<file path="config.mk">
export PLATFORM = sky130hd
export DESIGN_NAME = seq_right_shifter_32
export DESIGN_NICKNAME = d
export VERILOG_FILES = /design/src/rtl/seq_right_shifter_32.sv
export SDC_FILE = /design/constraint.sdc
export NUM_CORES = 1
export LEC_CHECK = 0
export BUFFER_PORTS_ARGS = -buffer_cell sky130_fd_sc_hd__buf_4
export CAP_MARGIN = 20
export CORE_ASPECT_RATIO = 0.75
export CORE_MARGIN = 2
export CORE_UTILIZATION = 45
export CTS_BUF_LIST = sky130_fd_sc_hd__clkbuf_4
export CTS_CLUSTER_DIAMETER = 100
export CTS_CLUSTER_SIZE = 28
export DETAILED_ROUTE_END_ITERATION = 12
export PLACE_DENSITY = 0.65
export SYNTH_ARGS = -nofsm -noshare
export SYNTH_HDL_FRONTEND = slang
export SYNTH_SLANG_ARGS = --single-unit
export TNS_END_PERCENT = 100
</file>
<file path="constraint.sdc">
create_clock -name clk -period 3.85 [get_ports clk]
set_input_delay 0.1925 -clock clk [delete_from_list [all_inputs] [get_ports clk]]
set_output_delay 0.1925 -clock clk [all_outputs]
set_load 0.005 [all_outputs]
</file>
<file path="src/rtl/seq_right_shifter_32.sv">
`default_nettype none
// ============================================================================
// Module   : seq_right_shifter_32
// Brief    : Multi-cycle 32-bit logical/arithmetic right shifter (IDLE/SHIFT/DONE).
//            Define SHIFT_2BIT_STEP_EN to shift two bit positions per SHIFT cycle.
// Revision : 1.0 - initial release
// ============================================================================
module seq_right_shifter_32 (
    input  logic        clk,
    input  logic        reset,
    input  logic        start,
    input  logic [31:0] in,
    input  logic [4:0]  shamt,
    input  logic        arith,
    output logic [31:0] out,
    output logic        busy,
    output logic        done
);

`ifdef SHIFT_2BIT_STEP_EN
    localparam int STEP = 2;
`else
    localparam int STEP = 1;
`endif

    typedef enum logic [1:0] {
        S_IDLE  = 2'd0,
        S_SHIFT = 2'd1,
        S_DONE  = 2'd2
    } state_t;

    state_t      state_q;
    logic [31:0] data_q;
    logic [4:0]  cnt_q;
    logic        fill_q;
    logic [31:0] out_q;
    logic        busy_q;
    logic        done_q;

    logic [4:0]  step;
    logic [31:0] data_d;
    logic [4:0]  cnt_d;

    // The step is clamped to the residue so the final odd position is handled
    // without letting cnt wrap.
    always_comb begin
        step   = (cnt_q >= 5'(STEP)) ? 5'(STEP) : cnt_q;
        data_d = data_q;
        case (step)
            5'd2:    data_d = {{2{fill_q}}, data_q[31:2]};
            5'd1:    data_d = {fill_q, data_q[31:1]};
            default: data_d = data_q;
        endcase
        cnt_d = cnt_q - step;
    end

    always_ff @(posedge clk) begin
        if (reset) begin
            state_q <= S_IDLE;
            data_q  <= 32'h0;
            cnt_q   <= 5'd0;
            fill_q  <= 1'b0;
            out_q   <= 32'h0;
            busy_q  <= 1'b0;
            done_q  <= 1'b0;
        end else begin
            case (state_q)
                S_IDLE: begin
                    if (start) begin
                        data_q <= in;
                        cnt_q  <= shamt;
                        fill_q <= arith & in[31];
                        busy_q <= 1'b1;
                        if (shamt != 5'd0) begin
                            state_q <= S_SHIFT;
                            done_q  <= 1'b0;
                        end else begin
                            state_q <= S_DONE;
                            out_q   <= in;
                            done_q  <= 1'b1;
                        end
                    end
                end
                S_SHIFT: begin
                    data_q <= data_d;
                    cnt_q  <= cnt_d;
                    if (cnt_d == 5'd0) begin
                        state_q <= S_DONE;
                        out_q   <= data_d;
                        done_q  <= 1'b1;
                    end
                end
                S_DONE: begin
                    state_q <= S_IDLE;
                    busy_q  <= 1'b0;
                    done_q  <= 1'b0;
                end
                default: begin
                    state_q <= S_IDLE;
                    busy_q  <= 1'b0;
                    done_q  <= 1'b0;
                end
            endcase
        end
    end

    assign out  = out_q;
    assign busy = busy_q;
    assign done = done_q;

endmodule
`default_nettype wire

</file>
==> parameters.txt <==
Parameter                              Value

STA
  Setup total negative slack ... 0 ps
  Final setup skew ... 16.4 ps
  Final Hold Violating Endpoints ... 0
  Transition time of the tightest slew-check pin ... 1060 ps
  Final max-slew violation count ... 0
  Relative slew slack ... 0.292
  Unrepaired setup endpoints after global routing ... no
  Clock period minus worst slack ... 3320 ps
  Worst Hold Margin ... 44.7 ps
  Peak clock frequency supported by timing ... 0.301 GHz
  Post-route worst setup slack ... 530 ps
  Portion of the clock cycle consumed by the worst path in the final layout ... 0.862
  Final-report setup violation count ... 0

Place
  Worst setup slack after placement ... 545 ps
  Post-detail-place hpwl ... 6200 um
  Routability Congestion ... 0.887
  Port buffer count ... 74

Critical path
  Cells on worst reg2reg path ... 9
  Critical Path RT ... 4180 ps
  Setup CP Type ... flip-flop to flip-flop
  Startpoint types ... flip-flop
  Data arrival time of the critical path ... 3650 ps
  Crit-path max FO ... 24
  CP endpoint kind ... flip-flop

Synthesis
  Top area cells in the synthesized netlist ... sky130_fd_sc_hd__dfxtp_1 35%, sky130_fd_sc_hd__mux2_2 16%, sky130_fd_sc_hd__a211oi_1 9.5%, sky130_fd_sc_hd__nor4_2 8.4%, sky130_fd_sc_hd__nor2_1 7.0%
  Area of the mapped netlist ... 4170 um2
  Number of enable-type register cells in the synthesized netlist ... 0
  Primary FF master, synth ... sky130_fd_sc_hd__dfxtp_1
  Number of warnings printed during yosys synthesis ... 0
  Post-Syn Area per Cell ... 8.89 um2
  Library cell occupying the most area in the post-synthesis netlist ... sky130_fd_sc_hd__dfxtp_1
  Fraction of post-synthesis cell area in the top cell type by area ... 0.351
  Number of register bits inferred by synthesis ... 73
  Count of distinct cell types in the synthesized netlist ... 41
  Synth async-reset ratio ... 0
  Proportion of synthesized chip area in sequential cells ... 0.351
  Cells after synthesis ... 469
  Post-synth net total ... 511

Global route
  Number of global-route vias before repair ... 3258
  First-pass GRT wire length ... 16100 um
  Aggregate global routing overflow ... 0
  Maximum number of pins on one net before global-route repair ... 106
  All-layer global routing usage ... 0.203
  Antenna violations before repair ... 0

Die
  Initial Utilization ... 0.463
  Die area ... 10100 um2
  Placement Rows ... 30
  Die W ... 115 um
  Placeable core region ... 9010 um2
  Die Y ... 87.3 um
  I/O pins ... 75

Pwr
  Switching share of power ... 0.349
  IR Drop Worst-Case VDD ... 0.000179 V
  Comb power frac ... 0.310
  Clock network fraction of total power ... 0.247
  Switching Power ... 0.671 mW
  Fraction of power consumed by sequential logic ... 0.442
  P_int ... 1.25 mW
  Leakage component of the power ... 1.89 nW
  Power density over the cells ... 397 nW/um2

Layout
  Layout filler cell count ... 854
  Most common cell after layout, fill and taps aside ... sky130_fd_sc_hd__buf_4
  Nets@finish ... 555
  Layout cells sized above 1 ... 0.366
  Post-route core utilization ... 0.538
  Number of antenna diodes ... 0
  Leading cell types in the layout, fill and taps excluded ... 80 x sky130_fd_sc_hd__buf_4, 77 x sky130_fd_sc_hd__nor2_1, 72 x sky130_fd_sc_hd__dfxtp_1, 59 x sky130_fd_sc_hd__mux2_2, 53 x sky130_fd_sc_hd__a211oi_1
  Layout area overhead ... 16.3%

Worst hold path
  Path category of the worst min-delay check ... primary input to flip-flop
  Number of instances on the worst hold path ... 3

Clock tree
  Num CTS Buffers ... 9
  Max Root-Sink Buffers ... 2
  Number of sinks on the clock net ... 73
  Root buffer selected by CTS ... sky130_fd_sc_hd__clkbuf_4
  # resized after CTS ... 0
  Worst-path clk slew ... 120 ps
  Clock tree from TritonCTS ... built
  Count of H-tree levels built during CTS ... 3
  Clock latency at the later pin of the worst-skew pair ... 430 ps
  Post-CTS Setup Repair Bufs ... 0
  Hold_buf cts ... 0

Routing
  Routed wire length per instance ... 15.8 um
  Wire length reported by the detailed router ... 9930 um
  Post-DR vias/cell ... 5.50
  Number of remaining DRC errors ... 0
  Number of DRC markers after the initial detailed-route iteration ... 234
  Final ANT Viol Nets ... 0
  DR vias ... 3458
  Number of optimization iterations in the first detailed-route pass ... 4

Run
  Max-cap viol count ... 0

Outcome
  Result of the run ... finished, final reports clean
[path summary, 6_finish.rpt]
kind / slack, ps / end / start
setup / recovery: 530 / out[10] / cnt_q[1]
hold / removal: 40 / fill_q / in[31]
setup reg to reg: 530 / out[10] / cnt_q[1]
hold reg to reg: 470 / data_q[0] / data_q[0]
[area by class of cell]
| type | count | area [um2] | share of cell area |
|---|---|---|---|
| clock inverter | 4 | 45.0 | 0.00929 |
| tap | 112 | 140 | 0.0289 |
| inverter | 31 | 116 | 0.0240 |
| timing repair buffer | 80 | 601 | 0.124 |
| multi-input combinational | 318 | 2400 | 0.495 |
| sequential | 73 | 1460 | 0.302 |
| clock buffer | 11 | 82.6 | 0.0170 |
[layer usage]
metal  global-route usage  part of all wire  routed length [um]
met5                    0                 0                   0
met2                0.314              0.45                4430
met1                0.281              0.49                4830
met4               0.0482            0.0041                  41
met3               0.0557             0.063                 627
[synthesized netlist by cell type (all sizes together), types with 2 or more instances]
master,n
nor2,79
dfxtp,73
mux2,59
a211oi,53
nor2b,34
inv,31
nor4,29
clkbuf,28
buf,19
a21oi,9
nand2,9
a221oi,5
nand2b,5
mux2i,4
nor3,4
o21ai,4
a211o,3
a32oi,2
nand3,2
or4,2
[critical path: stages (launching register included)]
cell and delay, ps:
sky130_fd_sc_hd__dfxtp_1 450, sky130_fd_sc_hd__or4_2 730, sky130_fd_sc_hd__nand2_1 100, sky130_fd_sc_hd__ha_1 270, sky130_fd_sc_hd__nor4bb_1 100, sky130_fd_sc_hd__o21ai_0 190
sky130_fd_sc_hd__a21oi_1 140, sky130_fd_sc_hd__a32oi_4 420, sky130_fd_sc_hd__buf_4 430, sky130_fd_sc_hd__mux2_2 390
[cells by family after synthesis]
group | after synthesis | share of synthesized area
compound gates | 82 | 0.146
fa+ha+maj | 1 | 0.00300
mux | 63 | 0.169
flops | 73 | 0.351
xor+xnor | 1 | 0.00210
buf+inv | 78 | 0.0820
simple gates | 171 | 0.247
[registers in the layout, summed over array words and instances, names as in the netlist]
| name | count |
|---|---|
| data_q | 32 |
| out | 32 |
| cnt_q | 5 |
| busy | 1 |
| done | 1 |
| fill_q | 1 |
| state_q | 1 |
[metrics by stage]
| stage | power, mW | cell area, um2 | cells |
|---|---|---|---|
| floorplan | 1.32 | 4170 | 469 |
| global placement | 1.45 | 4720 | 614 |
| detailed placement | 1.46 | 4720 | 614 |
| CTS | 1.94 | 4850 | 629 |
| global route | 2.04 | 4850 | 629 |
| finish | 1.92 | 4850 | 629 |
[power by group through the flow]
stage	Sequential, mW	Combinational, mW	Clock, mW
detailed placement	0.868	0.595	0
floorplan	0.851	0.470	0
finish	0.851	0.597	0.476
global route	0.859	0.657	0.521
global placement	0.864	0.587	0
CTS	0.851	0.597	0.492
Note: power is estimated with default switching activity, not from simulation.
